<file path="src/rtl/ts_pkg.sv">
// Shared MPEG-2 TS framing constants, FSM encodings and small helpers
// used by the sync aligner and its statistics block.
package ts_pkg;

  localparam logic [7:0] TS_SYNC_BYTE = 8'h47;
  localparam int         TS_PKT_LEN   = 188;
  localparam int         TS_IDX_W     = 8;

  localparam logic [1:0] SEARCH = 2'b00;
  localparam logic [1:0] VERIFY = 2'b01;
  localparam logic [1:0] LOCKED = 2'b10;

  localparam int TS_STAT_W = 16;

  typedef struct packed {
    logic sop;
    logic eop;
    logic sync_err;
  } ts_flags_t;

  // Byte position within a packet, wrapping after the last byte.
  function automatic logic [TS_IDX_W-1:0] ts_idx_next(input logic [TS_IDX_W-1:0] idx);
    return (idx == TS_IDX_W'(TS_PKT_LEN - 1)) ? '0 : idx + TS_IDX_W'(1);
  endfunction

endpackage

</file>
<file path="src/rtl/ts_sync_stats.sv">
// Saturating packet and lock-loss counters for the TS sync aligner.
// Only instantiated when TS_SYNC_STATS_EN is defined.
module ts_sync_stats
  import ts_pkg::*;
(
  input  logic                 clk,
  input  logic                 rst_n,
  input  logic                 pkt_done_i,
  input  logic                 lock_lost_i,
  output logic [TS_STAT_W-1:0] pkt_count_o,
  output logic [TS_STAT_W-1:0] lock_loss_count_o
);

  logic [1:0]                 inc;
  logic [TS_STAT_W-1:0]       count_q [2];
  logic [TS_STAT_W-1:0]       count_d [2];

  assign inc = {lock_lost_i, pkt_done_i};

  generate
    for (genvar gi = 0; gi < 2; gi++) begin : g_cnt
      always_comb begin
        count_d[gi] = count_q[gi];
        if (inc[gi] && (count_q[gi] != '1)) begin
          count_d[gi] = count_q[gi] + TS_STAT_W'(1);
        end
      end

      always_ff @(posedge clk or negedge rst_n) begin
        if (!rst_n) begin
          count_q[gi] <= '0;
        end else begin
          count_q[gi] <= count_d[gi];
        end
      end
    end
  endgenerate

  assign pkt_count_o       = count_q[0];
  assign lock_loss_count_o = count_q[1];

endmodule

</file>
<file path="src/rtl/ts_sync_aligner.sv">
// MPEG-2 TS sync-byte hunter: SEARCH -> VERIFY -> LOCKED, forwards locked packets
// with sop/eop/sync_err. Define TS_SYNC_STATS_EN to add pkt/lock-loss counters.
module ts_sync_aligner
  import ts_pkg::*;
#(
  parameter int DATA_WIDTH   = 8,
  parameter int LOCK_COUNT   = 3,
  parameter int UNLOCK_COUNT = 3
) (
  input  logic                  clk,
  input  logic                  rst_n,
  input  logic [DATA_WIDTH-1:0] data_in,
  input  logic                  valid_in,
  output logic [DATA_WIDTH-1:0] data_out,
  output logic                  valid_out,
  output logic                  sop,
  output logic                  eop,
  output logic                  sync_err,
  output logic                  locked
`ifdef TS_SYNC_STATS_EN
  ,
  output logic [15:0]           pkt_count,
  output logic [15:0]           lock_loss_count
`endif
);

  localparam logic [DATA_WIDTH-1:0] SYNC     = DATA_WIDTH'(TS_SYNC_BYTE);
  localparam logic [TS_IDX_W-1:0]   IDX_LAST = TS_IDX_W'(TS_PKT_LEN - 1);
  localparam logic [3:0]            LOCK_N   = 4'(LOCK_COUNT);
  localparam logic [3:0]            UNLOCK_N = 4'(UNLOCK_COUNT);

  logic [1:0]            state_q, state_d;
  logic [TS_IDX_W-1:0]   idx_q, idx_d;
  logic [3:0]            match_q, match_d;
  logic [3:0]            miss_q, miss_d;

  logic [DATA_WIDTH-1:0] data_q;
  logic                  valid_q;
  ts_flags_t             flags_q;

  logic                  fwd;
  ts_flags_t             flags;
  logic                  is_sync;
  logic                  at_zero;

  assign is_sync = (data_in == SYNC);
  assign at_zero = (idx_q == '0);

  always_comb begin
    state_d = state_q;
    idx_d   = idx_q;
    match_d = match_q;
    miss_d  = miss_q;
    fwd     = 1'b0;
    flags   = '0;
    if (valid_in) begin
      case (state_q)
        SEARCH: begin
          if (is_sync) begin
            state_d = VERIFY;
            idx_d   = TS_IDX_W'(1);
            match_d = 4'd1;
          end
        end
        VERIFY: begin
          idx_d = ts_idx_next(idx_q);
          if (at_zero) begin
            if (is_sync) begin
              match_d = match_q + 4'd1;
              if (match_q + 4'd1 == LOCK_N) begin
                state_d   = LOCKED;
                miss_d    = 4'd0;
                fwd       = 1'b1;
                flags.sop = 1'b1;
              end
            end else begin
              state_d = SEARCH;
            end
          end
        end
        LOCKED: begin
          idx_d     = ts_idx_next(idx_q);
          fwd       = 1'b1;
          flags.sop = at_zero;
          flags.eop = (idx_q == IDX_LAST);
          if (at_zero) begin
            if (is_sync) begin
              miss_d = 4'd0;
            end else begin
              miss_d         = miss_q + 4'd1;
              flags.sync_err = 1'b1;
              // The final tolerated miss drops lock and is itself discarded.
              if (miss_q + 4'd1 == UNLOCK_N) begin
                state_d = SEARCH;
                fwd     = 1'b0;
              end
            end
          end
        end
        default: state_d = SEARCH;
      endcase
    end
  end

  always_ff @(posedge clk or negedge rst_n) begin
    if (!rst_n) begin
      state_q <= SEARCH;
      idx_q   <= '0;
      match_q <= '0;
      miss_q  <= '0;
      data_q  <= '0;
      valid_q <= 1'b0;
      flags_q <= '0;
    end else begin
      state_q <= state_d;
      idx_q   <= idx_d;
      match_q <= match_d;
      miss_q  <= miss_d;
      valid_q <= fwd;
      flags_q <= fwd ? flags : '0;
      if (fwd) begin
        data_q <= data_in;
      end
    end
  end

  assign data_out  = data_q;
  assign valid_out = valid_q;
  assign sop       = flags_q.sop;
  assign eop       = flags_q.eop;
  assign sync_err  = flags_q.sync_err;
  assign locked    = (state_q == LOCKED);

`ifdef TS_SYNC_STATS_EN
  logic pkt_done;
  logic lock_lost;

  assign pkt_done  = fwd && flags.eop;
  assign lock_lost = (state_q == LOCKED) && (state_d == SEARCH);

  ts_sync_stats u_stats (
    .clk               (clk),
    .rst_n             (rst_n),
    .pkt_done_i        (pkt_done),
    .lock_lost_i       (lock_lost),
    .pkt_count_o       (pkt_count),
    .lock_loss_count_o (lock_loss_count)
  );
`endif

endmodule

</file>
<file path="config.mk">
export PLATFORM = sky130hd
export DESIGN_NAME = ts_sync_aligner
export DESIGN_NICKNAME = d
export VERILOG_FILES = /design/src/rtl/ts_pkg.sv /design/src/rtl/ts_sync_stats.sv /design/src/rtl/ts_sync_aligner.sv
export SDC_FILE = /design/constraint.sdc
export NUM_CORES = 1
export LEC_CHECK = 0
export CAP_MARGIN = 20
export CORE_ASPECT_RATIO = 0.75
export CORE_MARGIN = 3
export CORE_UTILIZATION = 30
export DETAILED_ROUTE_END_ITERATION = 8
export DONT_BUFFER_PORTS = 1
export HOLD_SLACK_MARGIN = 0.02
export SLEW_MARGIN = 20
export SYNTH_ARGS = -nofsm -noshare
export SYNTH_HDL_FRONTEND = slang
export SYNTH_SLANG_ARGS = --single-unit
</file>
<file path="constraint.sdc">
create_clock -name clk -period 3.1 [get_ports clk]
set_input_delay 0.93 -clock clk [delete_from_list [all_inputs] [get_ports clk]]
set_output_delay 0.93 -clock clk [all_outputs]
set_load 0.02 [all_outputs]
</file>
==> flow_summary.toml <==
[critical_path]
cp_slowest_cell = "or4b_2"
critPathBufInv = 0
critical_path_class = "reg -> reg"
critPathArrivalTime_ns = 2.87
end_kind = "flip-flop"
cp_top_family = "simple AND/OR/NAND/NOR gates"
start_kind = "flip-flop"
crit_chain = "ha_1 > or4b_2 > o31ai_1 > nand4_1 > a21oi_4 > mux2_2"
cp_max_fo = 9
cp.required_ns = 3.26
slowest_delay_ns = 0.68

[job]
max_cap_viol_count = 0

[placed_design]
portBuffers = 0
hpwlAfterDp_um = 2490
gp_congestion = 0.802

[cts]
clock_sinks = 30
cts_buffer_depth = 2
cts_made_buffers = 5
clock_latency_ns = 0.28
cts_tree = "done"
postCtsHoldBufs = 0
cts.reportedPaths.clkPinSlew_ns = 0.07
postCtsSetupRepairBufs = 0
h-tree-depth = 2
cts_root_buf = "clkbuf_8"
cts-resized-gates = 0

[yosys]
seq_area_frac_synth = 0.452
async_reset_ff_frac = 1.00
yosysUniqueCellTypes = 43
syn_area_sq_um = 1660
syn-num-nets = 181
synth_edf_count = 0
synth_ff_type = "dfrtp_1"
ys_ff_latch = 30
synthCells = 161
yosys_warnings = 0
syn_area_per_cell_sq_um = 10.3

[timing]
fin_crit_ns = 2.71
setup_viol = 0
slew-limit-headroom = 0.424
slew_violations = 0
finalClockSkew_ns = 0.00706
fin_crit_sh = 0.873
setup_tns_ns = 0
fmax_ghz = 0.370
worst_slew_pin_slew_ns = 0.857
rsz0062_at_grt = "false"
hold_viol = 0

[finish]
layout_common_cells = "dfrtp_1, o21ai_0, nand3_1, o31ai_1"
final_core_util = 0.362
syn2layout_area_growth_pct = 11.5
fill_cells = 527
final_common_cell = "dfrtp_1"
fin_nets = 187
drive_above_1_share = 0.173
diodes = 0

[floorplan]
fp-row-count = 22
core_sq_um = 5120
die_h_um = 70.5
dieArea_sq_um = 6480
die_w_um = 91.9
initial_core_util = 0.325
pin_count = 24

[route]
wl_met2_um = 1370
vias_per_cell = 5.16
highest_layer = "met3"
met3_length_um = 178
first_pass_iters = 4
finalWirelength_um = 3390
vias = 1239
dr.first_iter.drc_count = 60
antenna_left = 0
wl_met1_um = 1840
wire_per_inst_um = 14.1
route.detailed.drc = 0

[status]
status = "finished, final reports clean"

[global_route]
antenna_found_initial = 0
grt_overflow = 0
grt_pass1_vias = 1174
grt_pass1_wl_um = 5800
grt_max_degree = 31
track_usage = 0.111

[pwr]
ir_worst_vdd_mv = 0.245
powerDensity_nw_per_um2 = 555
finalPower_mw = 1.03
leakage_nw = 0.759

[worst_hold_path]
hold_class = "in -> async"
synth_stat cells, types with 2 or more instances:
| cell type | number | share of area |
|---|---|---|
| mux2_2 | 9 | 0.061 |
| nor4_1 | 2 | 0.0075 |
| o31ai_1 | 10 | 0.045 |
| dfrtp_1 | 30 | 0.45 |
| nor2_1 | 5 | 0.011 |
| o21ai_0 | 20 | 0.060 |
| nand4_1 | 2 | 0.0075 |
| ha_1 | 9 | 0.068 |
| o41ai_1 | 2 | 0.011 |
| inv_1 | 8 | 0.018 |
| nand2b_1 | 4 | 0.015 |
| buf_1 | 2 | 0.0045 |
| or2_2 | 2 | 0.0075 |
| nand2_1 | 8 | 0.018 |
| a31oi_1 | 4 | 0.015 |
| nand3_1 | 10 | 0.030 |
| nor2b_1 | 5 | 0.019 |
| or3_1 | 3 | 0.011 |
| nor3_1 | 2 | 0.0060 |
final timing paths:
kind	startpoint	end	slack, ns	cells past startpoint
max in group asynchronous	rst_n	data_out[5]	2.68	0
max	match_q[0]	data_out[3]	0.39	6
min reg2reg	idx_q[7]	idx_q[7]	0.53	1
min in group clk	idx_q[7]	idx_q[7]	0.53	1
max reg2reg	match_q[0]	data_out[3]	0.39	6
min	rst_n	miss_q[1]	0.34	0
state kept, by name (all words and copies together), names as in the netlist:
register / count
data_out: 8
idx_q: 8
match_q: 4
miss_q: 4
state_q: 2
eop: 1
sop: 1
sync_err: 1
valid_out: 1
where the power goes:
part | total [mW] | switching [mW] | internal (mW)
sequential | 0.454 | 0.0344 | 0.419
clock | 0.333 | 0.155 | 0.178
combinational | 0.242 | 0.144 | 0.0979
total | 1.03 | 0.333 | 0.696
area by class of cell:
cell class	count	area, sq um	area share
clock buffers	6	82.6	0.0446
clock inverters	2	12.5	0.00675
inverters	8	30.0	0.0162
multi-input cells	119	865	0.467
flip-flops and latches	30	751	0.405
well taps	72	90.1	0.0486
repair buffers	3	22.5	0.0122
cells by family (layout without fill, tap and decap cells):
family | count (synthesis) | count (layout) | share of synthesized area
AND/OR/NAND/NOR | 53 | 53 | 0.185
AO/OA/AOI/OAI | 45 | 45 | 0.190
flip-flops | 30 | 30 | 0.452
buffers and inverters | 12 | 19 | 0.0279
multiplexers | 10 | 10 | 0.0670
adder cells (fa/ha/maj) | 9 | 9 | 0.0678
XOR/XNOR | 2 | 2 | 0.0105
stage by stage:
stage	hold slack, ns	cell area, sq um	std cells	setup WS [ns]
final	0.337	1850	240	0.394
after global routing	0.312	1850	240	0.301
after CTS	0.325	1850	240	0.401
after detailed placement	0.512	1760	232	0.151
after global placement	0.509	1760	232	0.231
after floorplan	0.469	1660	161	0.393
per-layer routing:
metal / track usage / vias up
met5: 0 / -
met2: 0.142 / 25
met3: 0.0409 / 0
li1: - / 612
met4: 0.0297 / 0
met1: 0.170 / 602
Power figures use the tool's default switching activity.
